**config.mk**
```make
export PLATFORM = sky130hd
export DESIGN_NAME = axi_rd_stride_master
export DESIGN_NICKNAME = d
export VERILOG_FILES = /design/src/rtl/axi_rd_stride_master.sv
export SDC_FILE = /design/constraint.sdc
export NUM_CORES = 1
export LEC_CHECK = 0
export BUFFER_PORTS_ARGS = -buffer_cell sky130_fd_sc_hd__buf_2
export CORE_UTILIZATION = 51
export CTS_CLUSTER_DIAMETER = 200
export CTS_CLUSTER_SIZE = 30
export DETAILED_ROUTE_END_ITERATION = 8
export GPL_TIMING_DRIVEN = 0
export PLACE_DENSITY = 0.86
export SYNTH_ARGS = -nofsm -noshare
export SYNTH_HDL_FRONTEND = slang
export SYNTH_SLANG_ARGS = --single-unit
```
**constraint.sdc**
```tcl
create_clock -name clk -period 7 [get_ports clk]
set_clock_uncertainty 0.05 [all_clocks]
set_input_delay 1.4 -clock clk [delete_from_list [all_inputs] [get_ports clk]]
set_output_delay 1.4 -clock clk [all_outputs]
set_load 0.02 [all_outputs]
```
**src/rtl/axi_rd_stride_master.sv**
```systemverilog
// Generic synchronous FIFO used for small elastic buffers.
// Latency: a write is visible on rd_dat the cycle after it is accepted.
// Backpressure: writes are ignored while full; the caller gates on full.
module sync_fifo #(
  parameter int W     = 8,
  parameter int DEPTH = 2
) (
  input  logic                       clk,
  input  logic                       rst,
  input  logic                       wr_vld,
  input  logic [W-1:0]               wr_dat,
  input  logic                       rd_rdy,
  output logic [W-1:0]               rd_dat,
  output logic                       empty,
  output logic                       full,
  output logic [$clog2(DEPTH+1)-1:0] cnt
);
  localparam int PW = (DEPTH > 1) ? $clog2(DEPTH) : 1;
  localparam int CW = $clog2(DEPTH + 1);

  logic [W-1:0]  mem [DEPTH];
  logic [PW-1:0] wr_ptr;
  logic [PW-1:0] rd_ptr;
  logic          do_wr;
  logic          do_rd;

  assign do_wr  = wr_vld && !full;
  assign do_rd  = rd_rdy && !empty;
  assign empty  = (cnt == '0);
  assign full   = (cnt == CW'(DEPTH));
  assign rd_dat = mem[rd_ptr];

  // Pointer and occupancy tracking; pointers wrap at DEPTH.
  always_ff @(posedge clk) begin
    if (rst) begin
      wr_ptr <= '0;
      rd_ptr <= '0;
      cnt    <= '0;
    end else begin
      if (do_wr) wr_ptr <= (wr_ptr == PW'(DEPTH - 1)) ? '0 : wr_ptr + 1'b1;
      if (do_rd) rd_ptr <= (rd_ptr == PW'(DEPTH - 1)) ? '0 : rd_ptr + 1'b1;
      cnt <= cnt + CW'(do_wr) - CW'(do_rd);
    end
  end

  // Storage array; contents need no reset since cnt qualifies them.
  always_ff @(posedge clk) begin
    if (do_wr) mem[wr_ptr] <= wr_dat;
  end
endmodule

// Strided AXI4 read master: one LSU command becomes cmd_num AR bursts spaced by cmd_stride.
// Latency: first AR one cycle after command accept; R beat to rsp_vld one cycle; done one cycle after last rsp.
// Backpressure: ARVALID waits for a free ID and a free outstanding slot; RREADY drops when the 2-entry skid is full.
module axi_rd_stride_master #(
  parameter int ID_W    = 4,
  parameter int MAX_OUT = 8,
  parameter int ADDR_W  = 32,
  parameter int DATA_W  = 64,
  parameter int CNT_W   = 8
) (
  input  logic                         clk,
  input  logic                         rst,
  // LSU command
  input  logic                         cmd_vld,
  output logic                         cmd_rdy,
  input  logic [ADDR_W-1:0]            cmd_addr,
  input  logic [7:0]                   cmd_len,
  input  logic [2:0]                   cmd_size,
  input  logic [1:0]                   cmd_burst,
  input  logic [ADDR_W-1:0]            cmd_stride,
  input  logic [CNT_W-1:0]             cmd_num,
  // AXI AR channel
  output logic [ID_W-1:0]              ARID,
  output logic [ADDR_W-1:0]            ARADDR,
  output logic [7:0]                   ARLEN,
  output logic [2:0]                   ARSIZE,
  output logic [1:0]                   ARBURST,
  output logic [3:0]                   ARREGION,
  output logic                         ARVALID,
  input  logic                         ARREADY,
  // AXI R channel
  input  logic [ID_W-1:0]              RID,
  input  logic [DATA_W-1:0]            RDATA,
  input  logic [1:0]                   RRESP,
  input  logic                         RLAST,
  input  logic                         RVALID,
  output logic                         RREADY,
  // LSU response
  output logic                         rsp_vld,
  input  logic                         rsp_rdy,
  output logic [DATA_W-1:0]            rsp_data,
  output logic [1:0]                   rsp_resp,
  output logic                         rsp_last,
  output logic [CNT_W-1:0]             rsp_idx,
  // Status
  output logic                         busy,
  output logic                         done,
  output logic                         err,
  output logic                         unexp,
  output logic [$clog2(MAX_OUT+1)-1:0] outstanding
);
  localparam int OUT_W = $clog2(MAX_OUT + 1);
  localparam int NTAG  = 1 << ID_W;
  localparam int SKID  = 2;
  localparam int FC_W  = $clog2(SKID + 1);

  typedef struct packed {
    logic [DATA_W-1:0] data;
    logic [1:0]        resp;
    logic              last;
    logic [CNT_W-1:0]  idx;
  } hdr_t;

  typedef enum logic [1:0] {IDLE, ISSUE, DRAIN, DONE} state_t;

  state_t            state;
  state_t            state_nxt;

  // Latched command and issue progress
  logic [ADDR_W-1:0] addr_acc;
  logic [ADDR_W-1:0] stride_q;
  logic [7:0]        len_q;
  logic [2:0]        size_q;
  logic [1:0]        burst_q;
  logic [CNT_W-1:0]  num_q;
  logic [CNT_W-1:0]  issue_cnt;
  logic              err_acc;

  // Tag table: which IDs are in flight and which burst index each carries.
  // Sized for the full ID space so a stray RID never indexes out of range;
  // entries at or above MAX_OUT are simply never set.
  logic [NTAG-1:0]   tag_vld;
  logic [CNT_W-1:0]  tag_idx [NTAG];

  logic              cmd_hs;
  logic              ar_ok;
  logic              ar_hs;
  logic              last_burst;
  logic              r_hs;
  logic              r_hit;
  logic              push_vld;
  logic              rlast_hit;
  logic              pop_rdy;
  logic [OUT_W-1:0]  out_nxt;
  logic [FC_W-1:0]   fifo_cnt;
  logic [FC_W-1:0]   fifo_cnt_nxt;
  logic              fifo_empty;
  logic              fifo_full;
  hdr_t              push_dat;
  hdr_t              pop_dat;

  assign cmd_hs     = (state == IDLE) && cmd_vld;
  // Only one burst per ID may be in flight, so a busy tag stalls issue.
  assign ar_ok      = !tag_vld[ARID] && (outstanding < OUT_W'(MAX_OUT));
  assign ar_hs      = (state == ISSUE) && ar_ok && ARREADY;
  assign last_burst = ((issue_cnt + CNT_W'(1)) == num_q);

  assign r_hs       = RVALID && RREADY;
  assign r_hit      = tag_vld[RID];
  assign push_vld   = r_hs && r_hit;
  assign rlast_hit  = push_vld && RLAST;
  assign pop_rdy    = rsp_vld && rsp_rdy;

  // Look-ahead values let DRAIN leave in the same cycle as the final response,
  // so done lands one cycle after the last rsp handshake.
  assign out_nxt      = outstanding + OUT_W'(ar_hs) - OUT_W'(rlast_hit);
  assign fifo_cnt_nxt = fifo_cnt + FC_W'(push_vld) - FC_W'(pop_rdy);

  assign ARADDR   = addr_acc;
  assign ARLEN    = len_q;
  assign ARSIZE   = size_q;
  assign ARBURST  = burst_q;
  assign ARREGION = 4'h0;
  assign RREADY   = !fifo_full;

  assign push_dat.data = RDATA;
  assign push_dat.resp = RRESP;
  assign push_dat.last = RLAST;
  assign push_dat.idx  = tag_idx[RID];

  assign rsp_vld  = !fifo_empty;
  assign rsp_data = pop_dat.data;
  assign rsp_resp = pop_dat.resp;
  assign rsp_last = pop_dat.last;
  assign rsp_idx  = pop_dat.idx;

  // FSM state register.
  always_ff @(posedge clk) begin
    if (rst) state <= IDLE;
    else     state <= state_nxt;
  end

  // FSM next state and Moore outputs.
  always_comb begin
    state_nxt = state;
    cmd_rdy   = 1'b0;
    ARVALID   = 1'b0;
    busy      = 1'b1;
    done      = 1'b0;
    err       = 1'b0;
    case (state)
      IDLE: begin
        busy    = 1'b0;
        cmd_rdy = 1'b1;
        if (cmd_vld) state_nxt = (cmd_num == '0) ? DONE : ISSUE;
      end
      ISSUE: begin
        ARVALID = ar_ok;
        if (ar_hs && last_burst) state_nxt = DRAIN;
      end
      DRAIN: begin
        if ((out_nxt == '0) && (fifo_cnt_nxt == '0)) state_nxt = DONE;
      end
      DONE: begin
        done      = 1'b1;
        err       = err_acc;
        state_nxt = IDLE;
      end
      default: state_nxt = IDLE;
    endcase
  end

  // Command latch, address accumulator, issue counter, ARID rotation and error accumulation.
  always_ff @(posedge clk) begin
    if (rst) begin
      addr_acc  <= '0;
      stride_q  <= '0;
      len_q     <= '0;
      size_q    <= '0;
      burst_q   <= '0;
      num_q     <= '0;
      issue_cnt <= '0;
      err_acc   <= 1'b0;
      ARID      <= '0;
    end else begin
      if (cmd_hs) begin
        addr_acc  <= cmd_addr;
        stride_q  <= cmd_stride;
        len_q     <= cmd_len;
        size_q    <= cmd_size;
        burst_q   <= cmd_burst;
        num_q     <= cmd_num;
        issue_cnt <= '0;
        err_acc   <= 1'b0;
      end else begin
        if (ar_hs) begin
          addr_acc  <= addr_acc + stride_q;
          issue_cnt <= issue_cnt + 1'b1;
        end
        if (push_vld && RRESP[1]) err_acc <= 1'b1;
      end
      // ARID keeps rotating across commands.
      if (ar_hs) ARID <= (ARID == ID_W'(MAX_OUT - 1)) ? '0 : ARID + 1'b1;
    end
  end

  // Tag valid bits: set on AR issue, cleared on RLAST acceptance.
  // Issue needs a free tag and retire needs a busy one, so they never hit the same ID.
  always_ff @(posedge clk) begin
    if (rst) begin
      tag_vld <= '0;
    end else begin
      if (rlast_hit) tag_vld[RID]  <= 1'b0;
      if (ar_hs)     tag_vld[ARID] <= 1'b1;
    end
  end

  // Burst index carried by each tag; qualified by tag_vld so no reset needed.
  always_ff @(posedge clk) begin
    if (ar_hs) tag_idx[ARID] <= issue_cnt;
  end

  // Live burst count and the stray-RID pulse.
  always_ff @(posedge clk) begin
    if (rst) begin
      outstanding <= '0;
      unexp       <= 1'b0;
    end else begin
      outstanding <= out_nxt;
      unexp       <= r_hs && !r_hit;
    end
  end

  sync_fifo #(
    .W     ($bits(hdr_t)),
    .DEPTH (SKID)
  ) u_skid (
    .clk    (clk),
    .rst    (rst),
    .wr_vld (push_vld),
    .wr_dat (push_dat),
    .rd_rdy (rsp_rdy),
    .rd_dat (pop_dat),
    .empty  (fifo_empty),
    .full   (fifo_full),
    .cnt    (fifo_cnt)
  );
endmodule

```
==> results.py <==
metrics = {
    "cells_and_area": {
        "multi_input_area_um2": 6190,
        "area_growth_pct": 15.0,
        "final-instance-count-excl-fill": 2133,
        "final_nets": 1885,
        "diodes": 0,
        "final_area_um2": 20100,
        "drive_gt1_frac": 0.273,
        "seq_area_um2": 10900,
        "fillers": 2611,
    },
    "setup_path": {
        "worstPathArrival_ns": 6.07,
        "r2r_slack_ns": 1.33,
        "reg2reg_to": "state[1]$_SDFFE_PP0P_",
        "startpoint_type": "input port",
        "path_max_fanout": 10,
        "r2r_start": "ARID[2]$_SDFFE_PP0P_",
        "critPathKind": "input port to register",
        "cp-end-kind": "register",
        "cp_data_required_time_ns": 7.39,
        "r2r_cells": 19,
    },
    "floorplanning": {
        "initial_core_util": 0.521,
        "rows": 67,
        "die_height_um": 187,
        "num_io_pins": 302,
        "die_area_um2": 35100,
        "die_w_um": 187,
        "core-area_um2": 33600,
    },
    "clock_tree": {
        "cts.sinks": 404,
        "root_buffer": "clkbuf_16",
        "path_clk_slew_ns": 0.11,
        "cts.path.max_buffers": 3,
        "cts_buffers": 17,
        "ctsHoldBuffers": 0,
        "cts_tree": "done",
        "postCtsSetupBuffers": 0,
        "h-tree-depth": 1,
        "clk_latency_ns": 0.54,
        "cts_resized": 0,
    },
    "timing": {
        "slew_viol_final": 0,
        "fin_crit_sh": 0.810,
        "setup_viol": 0,
        "rsz0062_at_grt": "false",
        "holdWs_ns": 0.414,
        "hold_viol": 0,
        "fmax_mhz": 176,
        "worst-slew-pin-transition_ns": 0.978,
        "min_period_ns": 5.67,
        "relSlewSlack": 0.348,
    },
    "logic_synthesis": {
        "synthArstFlopShare": 0,
        "synthAdderAreaFrac": 0.0359,
        "syn_avg_cell_area_um2": 12.9,
        "synth-seq-cells": 404,
        "synth_xor_area_frac": 0.0225,
        "synth.cell_area_um2": 17500,
        "synthCells": 1354,
        "synth.area.mux_share": 0.115,
        "yosys.area_share.simple": 0.0891,
        "synth-edff-count": 278,
        "synth_compound_area_frac": 0.0901,
        "ys.flop_type": "edfxtp_1",
        "ys_types": 61,
        "synth_warnings": 0,
        "synth_top_family_by_area": "multiplexers",
        "synth_seq_area_share": 0.621,
    },
    "detailed_routing": {
        "viasPerCell": 5.83,
        "drc": 0,
        "drtIter0Drc": 1115,
        "wl_per_cell_um": 21.0,
        "first_pass_iters": 5,
        "wl_um": 44800,
        "num_vias": 12437,
        "ant_nets": 0,
    },
    "global_route": {
        "grt_usage": 0.252,
        "grt_pass1_vias": 12437,
        "grt_pass1_wl_um": 68500,
        "grt_max_degree": 67,
        "grt-ovfl-total": 0,
        "grt_antenna_before_repair": 0,
    },
    "placed_design": {
        "post_dp_cell_area_um2": 19600,
        "place_inst": 2103,
        "io_buffers": 295,
        "globalplace.congestion": 0.914,
        "dp_hpwl_um": 33000,
    },
    "worst_hold_path": {
        "hold_start": "ARLEN[3]$_SDFFE_PP0P_",
        "worstHoldEndpoint": "ARLEN[3]$_SDFFE_PP0P_",
        "hold_path_class": "register to register",
        "holdPathStages": 2,
    },
    "power": {
        "p_comb_frac": 0.292,
        "pwr-share-clk": 0.209,
        "netSwitchingFraction": 0.334,
        "switchingPower_uw": 1890,
        "p_int_uw": 3770,
        "peakVddDrop_mv": 0.231,
        "total_power_uw": 5660,
        "leakage_uw": 0.00758,
        "power.density_nw_per_um2": 281,
        "power_frac_seq": 0.499,
    },
    "run": {
        "maxCapViolations": 0,
    },
    "status": {
        "status": "finished, final reports clean",
    },
}
==> logic make-up after synthesis <==
| family | count (synthesis) |
|---|---|
| xor gates and xnor gates | 45 |
| AOI/OAI and AO/OA | 260 |
| other | 1 |
| and+or+nand+nor | 349 |
| adders and majority gates | 49 |
| DFF | 404 |
| buffers and inverters | 117 |
| muxes | 129 |
==> critical path, cell delays in order <==
cell	delay, ns
clkbuf_1	0.23
buf_2	0.39
mux4_2	0.54
mux4_2	0.58
and3_1	0.21
clkbuf_1	0.18
and2_1	0.20
clkbuf_1	0.18
ha_1	0.31
inv_1	0.04
ha_1	0.20
fa_1	0.46
nor3_1	0.21
nand3_1	0.20
o21ai_0	0.24
o211a_1	0.21
nor2_1	0.05
a311oi_1	0.23
==> how the worst max path moves through the flow <==
stage	start	endpoint	slack, ns	cells after the start
detailed placement	RID[0]	state[1]$_SDFFE_PP0P_	0.82	18
CTS	RID[0]	state[1]$_SDFFE_PP0P_	1.36	18
finish	RID[0]	state[1]$_SDFFE_PP0P_	1.33	18
global route	RID[0]	state[1]$_SDFFE_PP0P_	1.05	18
global placement	RID[1]	u_skid.mem[0][4]$_DFFE_PP_	-1.78	7
floorplan	RID[0]	u_skid.mem[0][0]$_DFFE_PP_	0.36	7
==> power by group through the flow <==
stage	registers, uW	clock network [uW]	logic (uW)
after global routing	2840	1280	1780
after floorplan	2930	0	1010
final	2830	1180	1650
after global placement	2870	0	1590
after CTS	2820	1200	1640
after detailed placement	2870	0	1620
==> cell usage after synthesis, types with 16 or more instances <==
cell type | number | area, um2
ha_1 | 47 | 588
dfxtp_1 | 126 | 2520
inv_1 | 38 | 143
a21oi_1 | 118 | 591
nor3_1 | 16 | 80.1
mux2_2 | 76 | 856
a311oi_1 | 18 | 158
nand3_1 | 25 | 125
mux4_2 | 50 | 1130
clkbuf_1 | 58 | 218
nor2_1 | 69 | 259
xor2_1 | 19 | 166
nand2_1 | 172 | 646
o21ai_0 | 48 | 240
xnor2_1 | 26 | 228
edfxtp_1 | 278 | 8350
==> sequential cells by signal, summed over array words and instances, names as in the netlist, named ones only <==
name	cells
ARADDR	32
ARBURST	2
ARID	4
ARLEN	8
ARSIZE	3
err_acc	1
issue_cnt	8
num_q	8
outstanding	4
state	2
stride_q	32
tag_idx	128
tag_vld	16
u_skid.cnt	2
u_skid.mem	150
u_skid.rd_ptr	1
u_skid.wr_ptr	1
unexp	1
==> metrics by stage <==
step	TNS [ns]	utilization	setup WS [ns]
finish	0	0.599	1.33
global route	0	0.599	1.05
CTS	0	0.599	1.36
detailed placement	0	0.584	0.823
global placement	-132.53	0.582	-1.78
floorplan	0	-	0.359
==> area by class of cell <==
class / count / share of cell area
Timing Repair Buffer: 298 / 0.0771
Multi-Input combinational cell: 836 / 0.308
Clock inverter: 2 / 0.00124
Buffer: 78 / 0.0156
Tap cell: 448 / 0.0278
Sequential cell: 404 / 0.540
Clock buffer: 28 / 0.0232
Inverter: 39 / 0.00727
==> per-layer routing <==
layer,vias up,global-route usage,routed length [um]
li1,5644,-,-
met1,6033,0.321,17300
met2,666,0.431,21900
met3,94,0.0432,3950
met4,0,0.0930,1650
met5,-,0,0
==> cell usage in the layout, fill, tap and decap left out, drive strengths merged, types with 11 or more instances in the layout <==
master,instances
xnor2,26
a311oi,18
nor2,69
o21ai,48
mux2,76
nand4,11
nand2,172
a21oi,118
ha,47
buf,318
nor3,16
mux4,50
edfxtp,278
nand3,25
inv,41
dfxtp,126
a21o,14
xor2,19
a211oi,14
clkbuf,86
(Power assumes the default switching activity.)
